<file path="config.mk">
export PLATFORM = sky130hd
export DESIGN_NAME = conv_pool_engine
export DESIGN_NICKNAME = d
export VERILOG_FILES = /design/src/rtl/conv_pool_engine.sv
export SDC_FILE = /design/constraint.sdc
export NUM_CORES = 2
export LEC_CHECK = 0
export ABC_AREA = 1
export CAP_MARGIN = 5
export CORE_MARGIN = 3
export CORE_UTILIZATION = 30
export CTS_CLUSTER_SIZE = 14
export DETAILED_ROUTE_END_ITERATION = 7
export GPL_TIMING_DRIVEN = 0
export REMOVE_ABC_BUFFERS = 1
export SKIP_CTS_REPAIR_TIMING = 1
export SLEW_MARGIN = 20
export SYNTH_ARGS = -nofsm -noshare
export SYNTH_HDL_FRONTEND = slang
export SYNTH_SLANG_ARGS = --single-unit
</file>
<file path="constraint.sdc">
create_clock -name clk -period 11.5 [get_ports clk]
set_input_delay 1.15 -clock clk [delete_from_list [all_inputs] [get_ports clk]]
set_output_delay 1.15 -clock clk [all_outputs]
set_load 0.01 [all_outputs]
</file>
<file path="src/rtl/conv_pool_engine.sv">
`default_nettype none
// ============================================================================
//  Module   : conv_pool_engine
//  Purpose  : Streaming 3x3 conv (zero padded) / 2x2 max-pool with line buffers.
//  Revision : 1.0 - initial release
// ============================================================================
module conv_pool_engine #(
   parameter int  DATA_W    = 8,
   parameter int  COEF_W    = 8,
   parameter int  MAX_WIDTH = 128,
   parameter int  DIM_W     = 8,
   localparam int ACC_W     = DATA_W + COEF_W + 5
) (
   input  logic                  clk,
   input  logic                  rst,
   input  logic                  start,
   input  logic                  cfg_mode,
   input  logic                  cfg_relu,
   input  logic [DIM_W-1:0]      cfg_width,
   input  logic [DIM_W-1:0]      cfg_height,
   input  logic [9*COEF_W-1:0]   cfg_weights,
   input  logic [COEF_W-1:0]     cfg_bias,
   input  logic [DATA_W-1:0]     in_pixel,
   input  logic                  in_valid,
   output logic                  in_ready,
   output logic [ACC_W-1:0]      out_data,
   output logic                  out_valid,
   input  logic                  out_ready,
   output logic                  busy,
   output logic                  done
);
   localparam int LB_AW = (MAX_WIDTH > 1) ? $clog2(MAX_WIDTH) : 1;

   typedef enum logic [1:0] {
      S_IDLE  = 2'd0,
      S_RUN   = 2'd1,
      S_FLUSH = 2'd2,
      S_DONE  = 2'd3
   } state_t;

   state_t               state_q, state_d;
   logic                 mode_q, relu_q, eof_q, out_valid_q;
   logic [DIM_W-1:0]     width_q, height_q, col_q, row_q, ocol_q, orow_q;
   logic [DIM_W:0]       flush_q;
   logic [9*COEF_W-1:0]  wts_q;
   logic [COEF_W-1:0]    bias_q;
   logic [ACC_W-1:0]     out_data_q;

   logic [DATA_W-1:0]    lb1_q [MAX_WIDTH];
   logic [DATA_W-1:0]    lb2_q [MAX_WIDTH];
   logic [DATA_W-1:0]    win_q [9];
   logic [DATA_W-1:0]    win_d [9];

   logic                 w_stall, w_push, w_last_px, w_primed, w_prod;
   logic [DATA_W-1:0]    w_pix;
   logic [LB_AW-1:0]     w_lb_idx;
   logic [ACC_W-1:0]     w_conv, w_pool, w_result;

   assign w_stall   = out_valid_q && !out_ready;
   assign w_pix     = (state_q == S_FLUSH) ? '0 : in_pixel;
   assign w_lb_idx  = col_q[LB_AW-1:0];
   assign w_last_px = (row_q == height_q - DIM_W'(1)) && (col_q == width_q - DIM_W'(1));
   // Conv output n appears once input n+W+1 arrives; flush pushes always produce.
   assign w_primed  = (state_q == S_FLUSH) || (row_q > DIM_W'(1)) ||
                      ((row_q == DIM_W'(1)) && (col_q != '0));
   assign w_prod    = w_push && (mode_q ? (row_q[0] && col_q[0]) : w_primed);
   assign w_result  = mode_q ? w_pool : w_conv;

   always_comb begin
      state_d  = state_q;
      in_ready = 1'b0;
      w_push   = 1'b0;
      case (state_q)
         S_IDLE: if (start) state_d = S_RUN;
         S_RUN: begin
            in_ready = !w_stall && !eof_q;
            w_push   = in_valid && !w_stall && !eof_q;
            if (w_push && w_last_px) state_d = mode_q ? S_RUN : S_FLUSH;
            if (eof_q && !w_stall)   state_d = S_DONE;
         end
         S_FLUSH: begin
            w_push = (flush_q != '0) && !w_stall;
            if ((flush_q == '0) && !w_stall) state_d = S_DONE;
         end
         default: state_d = S_IDLE;
      endcase
   end

   assign busy      = (state_q == S_RUN) || (state_q == S_FLUSH);
   assign done      = (state_q == S_DONE);
   assign out_valid = out_valid_q;
   assign out_data  = out_data_q;

   always_comb begin
      for (int i = 0; i < 9; i++) win_d[i] = win_q[i];
      for (int ky = 0; ky < 3; ky++) begin
         win_d[3*ky]   = win_q[3*ky+1];
         win_d[3*ky+1] = win_q[3*ky+2];
      end
      win_d[2] = lb2_q[w_lb_idx];
      win_d[5] = lb1_q[w_lb_idx];
      win_d[8] = w_pix;
   end

   // Padding uses the output pixel's own position, so stale wrap-around taps vanish.
   always_comb begin : p_conv
      logic signed [ACC_W-1:0] acc;
      logic signed [ACC_W-1:0] px_s;
      logic signed [ACC_W-1:0] wt_s;
      logic                    tap_ok;
      acc    = ACC_W'($signed(bias_q));
      px_s   = '0;
      wt_s   = '0;
      tap_ok = 1'b0;
      for (int ky = 0; ky < 3; ky++) begin
         for (int kx = 0; kx < 3; kx++) begin
            tap_ok = !(((ky == 0) && (orow_q == '0)) ||
                       ((ky == 2) && (orow_q == height_q - DIM_W'(1))) ||
                       ((kx == 0) && (ocol_q == '0)) ||
                       ((kx == 2) && (ocol_q == width_q - DIM_W'(1))));
            px_s   = tap_ok ? ACC_W'(win_d[3*ky+kx]) : '0;
            wt_s   = ACC_W'($signed(wts_q[(3*ky+kx)*COEF_W +: COEF_W]));
            acc    = acc + px_s * wt_s;
         end
      end
      w_conv = (relu_q && acc[ACC_W-1]) ? '0 : acc;
   end

   always_comb begin : p_pool
      logic [DATA_W-1:0] m_top, m_bot, m_all;
      m_top  = (win_d[4] > win_d[5]) ? win_d[4] : win_d[5];
      m_bot  = (win_d[7] > win_d[8]) ? win_d[7] : win_d[8];
      m_all  = (m_top > m_bot) ? m_top : m_bot;
      w_pool = ACC_W'(m_all);
   end

   always_ff @(posedge clk) begin
      if (w_push) begin
         lb2_q[w_lb_idx] <= lb1_q[w_lb_idx];
         lb1_q[w_lb_idx] <= w_pix;
         for (int i = 0; i < 9; i++) win_q[i] <= win_d[i];
      end
   end

   always_ff @(posedge clk) begin
      if (rst) begin
         state_q     <= S_IDLE;
         mode_q      <= 1'b0;
         relu_q      <= 1'b0;
         eof_q       <= 1'b0;
         width_q     <= '0;
         height_q    <= '0;
         wts_q       <= '0;
         bias_q      <= '0;
         col_q       <= '0;
         row_q       <= '0;
         ocol_q      <= '0;
         orow_q      <= '0;
         flush_q     <= '0;
         out_valid_q <= 1'b0;
         out_data_q  <= '0;
      end else begin
         state_q <= state_d;
         if ((state_q == S_IDLE) && start) begin
            mode_q   <= cfg_mode;
            relu_q   <= cfg_relu;
            width_q  <= cfg_width;
            height_q <= cfg_height;
            wts_q    <= cfg_weights;
            bias_q   <= cfg_bias;
            col_q    <= '0;
            row_q    <= '0;
            ocol_q   <= '0;
            orow_q   <= '0;
            eof_q    <= 1'b0;
            flush_q  <= '0;
         end
         if (w_push) begin
            if (col_q == width_q - DIM_W'(1)) begin
               col_q <= '0;
               row_q <= row_q + DIM_W'(1);
            end else begin
               col_q <= col_q + DIM_W'(1);
            end
            if ((state_q == S_RUN) && w_last_px) begin
               if (mode_q) eof_q   <= 1'b1;
               else        flush_q <= (DIM_W+1)'(width_q) + (DIM_W+1)'(1);
            end else if (state_q == S_FLUSH) begin
               flush_q <= flush_q - (DIM_W+1)'(1);
            end
         end
         if (w_prod && !mode_q) begin
            if (ocol_q == width_q - DIM_W'(1)) begin
               ocol_q <= '0;
               orow_q <= orow_q + DIM_W'(1);
            end else begin
               ocol_q <= ocol_q + DIM_W'(1);
            end
         end
         if (w_prod) begin
            out_valid_q <= 1'b1;
            out_data_q  <= w_result;
         end else if (out_ready) begin
            out_valid_q <= 1'b0;
         end
      end
   end

endmodule
`default_nettype wire

</file>
==> impl_results.md <==
* Leak pwr at between 50 and 60 nW
* HPWL Detailed at about 220000 um
* Max Slew Vio Count at 0
* CTS root buffer: clkbuf_16
* CP Class: flip-flop to flip-flop
* Remaining antenna violation count at 0
* Finished layout cell area at 134000 sq um
* Pwr dens at 319 nW/um^2
* Most common cell after layout, fill and taps aside: edfxtp_1
* GRT Total Usage at 16.2%
* Final WL at 350000 um
* Largest net degree at the start of global routing at 198
* Clock sink count at 2267
* Hold Path Class: flip-flop to flip-flop
* Vias/cell at 5.01
* Initial Util at 30.2%
* Final Cycle Share at about 98%
* Mapped cell area at 114000 sq um
* Worst hold margin at 454 ps
* Synth Register Bits at 2267
* Fin. Hold Viols at 0
* Final nets at 11658
* IO buf count at 135
* Status: completed
* Startpoint Class: flip-flop
* CP Data Required Time at between 10000 and 15000 ps
* Achievable Freq at 0.0887 GHz
* Global-route wire length before repair at 481000 um
* CTS tree: yes
* Post-synth cell types at 53
* Layout cell share with drive strength beyond 1 at a little under a tenth
* Vias at between 70000 and 80000
* Rows at roughly 230
* H-tree Lvls at 4
* Final core occ at 35.4%
* Vias in the first global route at 74601
* Floorplan Core Area at 379000 sq um
* Area contributors post-synth: edfxtp_1 (55%), fa_1 (10%), nand2_1 (6.2%)
* Critical-path maximum fanout at 36
* Crit path buf inv count at 16
* Reg2reg setup slack at 220 ps
* Total CTS buffers at 235
* Routability cong. at 0.884
* Worst VDD drop at 2.19 mV
* Top cell type's share of synthesized area at 55.0%
* Initial DRC count at 8699
* CP peak stage delay at 670 ps
* Relative slew slack at 7.99%
* Syn Inst Count at roughly 10000
* Worst-path clk slew at about 70 ps
* Number of synthesis warnings at 0
* Syn-to-layout area delta at 17.3%
* Worst slew pin tran at 1380 ps
* Post-synthesis async set-or-reset flop share at 0%
* Post-DP Area at 124000 sq um
* Overall power after layout at 42.8 mW
* Tmin final at between 10000 and 15000 ps
* Die area at 389000 sq um
* Worst Skew at roughly 150 ps
* DR pass1 iterations at 6
* MaxCap Viol Count at 0
* Critical Path AT at about 12000 ps
* Io pins at approximately 140
* DRC violations left at 0
* Overall die height at 623 um
* Synthesized area per cell at 10.9 sq um
* Dominant cell type by area after synthesis: edfxtp_1
* Drt wl/cell at 22.1 um
* Most frequent cells in the layout: edfxtp_1 (2096), nand2_1 (1882), nand3_1 (1311), inv_1 (1086), nor2_1 (887)
* Register area share after synthesis at between 50% and 60%
* CTS Buffer Depth at 4
* Slowest cell on crit path: fa_1
* Dominant synthesized flop cell: edfxtp_1
* Grt total ovfl at 0
* Fill count at approximately 37000
* Chip width at around 620 um
* Crit end category: flip-flop
* Worst-skew pair later-pin latency at 950 ps
* Critical path's most frequent cell: fa_1
* EDFF count, synth at 2096
* CP delay by family, top: adder cells
* Count of final setup violators at 0
* Initial antenna violation count at 5
## flip-flops by register name, summed over array words and instances (netlist names), 9 cells and up, named ones only
| register | flops |
|---|---|
| lb1_q | 1024 |
| lb2_q | 1024 |
| wts_q | 72 |
| win_q | 48 |
| out_data | 21 |
| flush_q | 9 |
## cell families (layout without fill, tap and decap cells)
family,after synthesis,after routing,synth area share [%]
other cells,0,3,0
xor+xnor,54,54,0.414
simple gates,4402,4416,16.3
compound gates,1134,1134,5.31
fa+ha+maj,923,923,14.0
flops,2267,2267,58.0
buf+inv,1675,2015,5.99
## report_power, final
| part | leakage, nW | internal, mW | switching [mW] |
|---|---|---|---|
| combinational | 26.6 | 9.45 | 16.2 |
| sequential | 20.3 | 9.54 | 0.227 |
| clock | 3.56 | 4.14 | 3.26 |
| total | 50.5 | 23.1 | 19.7 |
## cells in the mapped netlist, drive strengths merged (4+ instances only)
master	instances
nor2	1048
a21oi	193
fa	589
o211ai	8
clkinv	8
xnor2	14
clkbuf	212
o21bai	4
nor3	24
nand2	1927
inv	1125
nand3	1366
buf	330
dfxtp	171
ha	334
o22ai	248
nand4	17
nand3b	8
o21ai	663
edfxtp	2096
xor2	40
or2	6
## per-layer routing
| metal | wire (um) | GRT usage [%] | share of wire [%] | vias to the layer above |
|---|---|---|---|---|
| li1 | - | - | - | 35741 |
| met1 | 142000 | 22.0 | 41 | 39494 |
| met2 | 165000 | 26.4 | 47 | 3451 |
| met3 | 30000 | 2.52 | 8.6 | 597 |
| met4 | 13000 | 5.76 | 3.7 | 0 |
| met5 | 0 | 0 | 0 | - |
## through the flow
stage | std cells | worst slack [ps] | TNS, ps
floorplan | 9913 | -32820 | -
global placement | 15064 | -89050 | -
detailed placement | 15275 | -2880 | -49330
CTS | 15697 | -2920 | -50110
global route | 15825 | -54.3 | -135
finish | 15828 | 223 | 0
## final cells by class
cell class / instances / area, sq um / area share (%)
tap: 5016 / 6280 / 4.68
antenna: 3 / 7.51 / 0.00560
clock buffer: 290 / 6220 / 4.64
clock inverter: 132 / 1100 / 0.819
timing repair buffer: 459 / 7240 / 5.39
multi-input combinational: 6527 / 42600 / 31.7
timing repair inverter: 1 / 11.3 / 0.00839
inverter: 1133 / 4340 / 3.23
sequential: 2267 / 66400 / 49.5
## path summary, 6_finish.rpt
check,end,startpoint,cells past startpoint
worst max register to register,out_data[4],flip-flop,47
worst min register to register,win_q[1][1],win_q[2][1],0
worst min-delay path,win_q[1][1],win_q[2][1],0
worst max-delay path,out_data[4],flip-flop,47
Note: power is estimated with default switching activity, not from simulation.
